==> config.mk <==
export PLATFORM = sky130hd
export DESIGN_NAME = bounce_generator
export DESIGN_NICKNAME = d
export VERILOG_FILES = /design/src/rtl/bounce_generator.sv
export SDC_FILE = /design/constraint.sdc
export NUM_CORES = 1
export LEC_CHECK = 0
export ABC_CLOCK_PERIOD_IN_PS = 2900
export CAP_MARGIN = 20
export CORE_MARGIN = 4
export CORE_UTILIZATION = 50
export DETAILED_ROUTE_END_ITERATION = 12
export PLACE_DENSITY = 0.83
export SLEW_MARGIN = 0
export SYNTH_ARGS = -nofsm -noshare
export SYNTH_HDL_FRONTEND = slang
export SYNTH_SLANG_ARGS = --single-unit
==> constraint.sdc <==
create_clock -name clk -period 2.9 [get_ports clk]
set_clock_uncertainty 0.15 [all_clocks]
set_input_delay 0.435 -clock clk [delete_from_list [all_inputs] [get_ports clk]]
set_output_delay 0.435 -clock clk [all_outputs]
set_load 0.01 [all_outputs]
==> src/rtl/bounce_generator.sv <==
// rtl/bounce_generator.sv - emulated mechanical switch: clean level in, bouncy level out
//
// Purpose: on each change of clean_in, drive a burst of 2K+1 toggles on
// bouncy_out whose spacing is 1..bounce_time cycles, ending at the new level.
//
// Ports:
//   clk           system clock, all state updates on posedge
//   rst           synchronous active-high reset (overrides ena)
//   ena           clock enable; when low every register holds
//   clean_in      ideal switch level to emulate
//   bounce_time   [N] maximum cycles between toggles within a burst
//   bounce_count  [M] extra toggle pairs per burst (K)
//   bouncy_out    registered emulated switch output
//   busy          registered, high while a burst is in progress

module bounce_generator #(
  parameter int          N         = 8,
  parameter int          M         = 4,
  parameter int          RANDOM    = 1,
  parameter logic [15:0] LFSR_SEED = 16'hACE1
) (
  input  logic         clk,
  input  logic         rst,
  input  logic         ena,
  input  logic         clean_in,
  input  logic [N-1:0] bounce_time,
  input  logic [M-1:0] bounce_count,
  output logic         bouncy_out,
  output logic         busy
);

  typedef enum logic {IDLE, BOUNCE} state_t;

  state_t       state, state_nx;
  logic         target, target_nx;
  logic         out_nx, busy_nx;
  logic [N-1:0] cnt, cnt_nx;
  logic [N-1:0] bt_lat, bt_nx;
  logic [M:0]   toggles_left, toggles_left_nx;
  logic [15:0]  lfsr, lfsr_nx;
  logic [N-1:0] bt_sel, r, interval;

  // Galois LFSR, right shift, taps 16'hB400; advances every enabled cycle.
  assign lfsr_nx = {1'b0, lfsr[15:1]} ^ (lfsr[0] ? 16'hB400 : 16'h0000);

  // In IDLE the burst is being launched this cycle, so the live bounce_time
  // is the value being latched; in BOUNCE use the latched copy.
  assign bt_sel = (state == IDLE) ? bounce_time : bt_lat;
  assign r      = lfsr[N-1:0];

  // Interval clamped into [1, bt]; only consumed when bt is nonzero.
  always_comb begin
    interval = bt_sel;
    if (RANDOM != 0) begin
      if (r == '0)
        interval = N'(1);
      else if (r > bt_sel)
        interval = bt_sel;
      else
        interval = r;
    end
  end

  always_comb begin
    state_nx        = state;
    target_nx       = target;
    out_nx          = bouncy_out;
    busy_nx         = busy;
    cnt_nx          = cnt;
    bt_nx           = bt_lat;
    toggles_left_nx = toggles_left;
    case (state)
      IDLE: begin
        // Level compare, so a change made while disabled or busy is still seen.
        if (clean_in != target) begin
          target_nx = clean_in;
          bt_nx     = bounce_time;
          if (bounce_count == '0 || bounce_time == '0) begin
            out_nx = clean_in;
          end else begin
            out_nx          = ~bouncy_out;
            toggles_left_nx = {bounce_count, 1'b0};
            cnt_nx          = interval;
            state_nx        = BOUNCE;
            busy_nx         = 1'b1;
          end
        end
      end
      BOUNCE: begin
        // Counter value 1 marks the edge on which the next toggle lands.
        if (cnt == N'(1)) begin
          out_nx          = ~bouncy_out;
          toggles_left_nx = toggles_left - 1'b1;
          if (toggles_left == (M+1)'(1)) begin
            state_nx = IDLE;
            busy_nx  = 1'b0;
          end else begin
            cnt_nx = interval;
          end
        end else begin
          cnt_nx = cnt - 1'b1;
        end
      end
      default: begin
        state_nx = IDLE;
        busy_nx  = 1'b0;
      end
    endcase
  end

  always_ff @(posedge clk) begin
    if (rst) begin
      state        <= IDLE;
      target       <= 1'b0;
      bouncy_out   <= 1'b0;
      busy         <= 1'b0;
      cnt          <= '0;
      bt_lat       <= '0;
      toggles_left <= '0;
      lfsr         <= LFSR_SEED;
    end else if (ena) begin
      state        <= state_nx;
      target       <= target_nx;
      bouncy_out   <= out_nx;
      busy         <= busy_nx;
      cnt          <= cnt_nx;
      bt_lat       <= bt_nx;
      toggles_left <= toggles_left_nx;
      lfsr         <= lfsr_nx;
    end
  end

endmodule
==> out/results.tsv <==
metric	value	unit
status	finished clean	
reg2reg end	cnt[0]	
syn avg cell area	8.79	µm²
DR pass1 iterations	4	
Clock Path Buffers	2	
Final #Nets	323	
final hold violations	0	
complex-gate fraction of the synthesized area	19.7	%
Initial Util	52.9	%
min Tclk post-route	2730	ps
crit path max-delay cell type	clkdlybuf4s50_1	
Yosys cell types	54	
crit path max fanout	7	
DR DRC count	0	
total gr overflow	0	
power density over the cells	588	nW/µm²
Net Sw Frac	28.9	%
Via density	5.96	
Max stage delay on crit path	430	ps
vias in the first global route	1930	
DRT iter0 DRCs	98	
crit path DAT	2800	ps
CTS tree	done	
CP Launch Point	bounce_time[5]	
Yosys top cell by area	dfxtp_1	
Worst Path Class, Setup	primary input to register	
Gate power share	26.1	%
Filler cells	364	
EDFF count, synth	0	
flop2flop setup slack	180	ps
Worst Path Required	2960	ps
max_slew headroom	71.3	%
post-synthesis sequential area ratio	34.7	%
r2r startpoint	state	
placed insts	340	
Die Ht	76.8	µm
number of port buffers	17	
CP Launch Type	primary input	
sequential share of power	39.8	%
routed wire length	5410	µm
syn_nets	297	
worst setup path end	cnt[0]	
Yosys reg bits	41	
initial antenna violation count	0	
I/O pins	18	
Leak	1.13	nW
# setup viols final	0	
Routed Antenna Nets	0	
largest net degree at the start of global routing	27	
Clk Latency, worst-skew pair	300	ps
hold slack	328	ps
Tcrit/Tclk final	94.3	%
Synth Flop Type	dfxtp_1	
fraction of layout instances using a drive strength above 1	16.2	%
Hold WC Path Type	register to register	
Synth Area in Simple Gates	18.7	%
crit end category	register	
synthesized area	2360	µm²
cell breakdown of the critical path	clkdlybuf4s50_1 > mux2i_1 > ha_1 > a211o_1 > a21oi_1 > nand3_1 > and3b_1 > o22a_1 > a2111oi_2	
Synth Area in XOR/XNOR	1.48	%
Rows	24	
Vias	2075	
synth top area cells	dfxtp_1 (35%), mux2i_1 (13%), ha_1 (6.3%)	
clk sinks	41	
# diodes	0	
ys async rst share	0	%
routed length per instance	15.6	µm
Sw Pwr	0.000476	W
Final Power	0.00165	W
clock tree root driver cell	clkbuf_8	
hpwl dp	3820	µm
total track usage	18.9	%
H-tree Lvls	2	
worst-case reg-to-reg path depth	9	
cell-internal power	0.00117	W
Worst Tran Pin Value	426	ps
Post-CTS Setup Inserts	0	
Fmax	366	MHz
aggregate negative setup slack	0	ps
largest family of logic cells by synthesized area	compound AO/OA/AOI/OAI gates	
Area growth syn-to-layout	18.6	%
post-synth top area share	34.7	%
Synth Instances	269	
peak supply drop	0.265	mV
# Max-Cap Violations	0	
first-pass GRT wire length	9090	µm
die width	76.8	µm
CTS Buf Count	5	
Synth Area in Adders	6.35	%
die area	5890	µm²
final core occ	62.7	%
RSZ-0062 raised after global routing	no	
clock share of power	34.1	%
multiplexer share of the synthesized area	14.6	%
Ys Warns	0	
Final Instance Count excl. Fillers	348	
core area	4470	µm²
Placer Congestion	0.871	
fin. max-slew vios	0	
Clock Pin Slew Worst Setup and Hold Paths	90	ps
[layout by cell type (no fill, tap or decap), types with 5 or more instances in the layout]
| cell | count |
|---|---|
| ha_1 | 12 |
| clkbuf_8 | 5 |
| nand3_1 | 5 |
| nor2_1 | 33 |
| clkdlybuf4s50_1 | 17 |
| o21ai_0 | 11 |
| nand2_1 | 15 |
| a21oi_1 | 20 |
| dfxtp_1 | 40 |
| inv_1 | 8 |
| a22oi_1 | 5 |
| buf_4 | 19 |
| mux2i_1 | 31 |
[how the worst min path moves through the flow]
stage / endpoint / cells past startpoint / startpoint / slack, ps
2_1_floorplan: lfsr[15] / 2 / lfsr[15] / 290
3_3_place_gp: lfsr[7] / 2 / lfsr[8] / 300
3_5_place_dp: lfsr[15] / 2 / lfsr[15] / 310
4_1_cts: lfsr[15] / 2 / lfsr[15] / 330
5_1_grt: lfsr[12] / 2 / lfsr[12] / 350
6_report: lfsr[15] / 2 / lfsr[15] / 330
[power groups by stage]
| stage | registers, W | clock network, W | logic, W |
|---|---|---|---|
| 2_1_floorplan | 0.000654 | 0 | 0.000306 |
| 3_3_place_gp | 0.000665 | 0 | 0.000407 |
| 3_5_place_dp | 0.000667 | 0 | 0.000418 |
| 4_1_cts | 0.000654 | 0.000569 | 0.000427 |
| 5_1_grt | 0.000662 | 0.000604 | 0.000472 |
| 6_report | 0.000656 | 0.000561 | 0.000431 |
[metal layers]
| layer | vias to the layer above | track usage [%] | routed length [µm] |
|---|---|---|---|
| met5 | - | 0 | 0 |
| met4 | 0 | 7.79 | 110 |
| met3 | 12 | 3.04 | 167 |
| met2 | 40 | 31.2 | 2540 |
| met1 | 978 | 24.3 | 2600 |
| li1 | 1045 | - | - |
[cell type report]
type                       count  area (µm²)  area share [%]
clock buffer                   5        68.8            2.45
multi-input combinational    203        1440            51.2
inverter                       8        30.0            1.07
timing repair buffer          36         313            11.2
clock inverter                 3        68.8            2.45
tap                           52        65.1            2.32
sequential                    41         822            29.3
[metrics by stage]
stage | area [µm²] | setup WS, ps
3_3_place_gp | 2670 | -30.4
5_1_grt | 2800 | 1.63
4_1_cts | 2800 | 65.2
3_5_place_dp | 2670 | -136
2_1_floorplan | 2370 | 36.8
6_report | 2800 | 165
[sequential cells by signal, indices dropped and copies added, names as in the netlist]
signal,count
busy,1
target,1
cnt,8
bouncy_out,1
bt_lat,8
lfsr,16
toggles_left,5
state,1
[kinds of logic (layout without fill, tap and decap cells)]
group,after synthesis,in the layout
simple gates,85,85
fa+ha+maj,12,12
flops,41,41
xor+xnor,4,4
mux,34,34
compound gates,68,68
buf+inv,25,52
[cell usage after synthesis, drive strengths merged (3+ instances only)]
master / number
xor2: 3
o31ai: 3
mux2: 3
or3: 4
ha: 12
buf: 8
a211oi: 3
nand3: 5
dfxtp: 41
o21ai: 11
inv: 8
a31o: 4
clkbuf: 9
nor2: 35
o22ai: 4
a22oi: 5
nand4: 3
or4: 5
nand2: 15
o21a: 3
a21oi: 20
mux2i: 31
nor4: 4
[timing repair]
action | CTS | global route
hold buffers | 0 | 0
gates resized for setup | 0 | 1
endpoints found under the setup margin | 0 | 8
[critical path: cells and delay by family]
kind,cells,cell delay (ps)
AO/OA/AOI/OAI,4,970
adder cells (fa/ha/maj),1,280
buffers and inverters,1,430
multiplexers,1,190
AND/OR/NAND/NOR,2,480
Power figures use the tool's default switching activity.
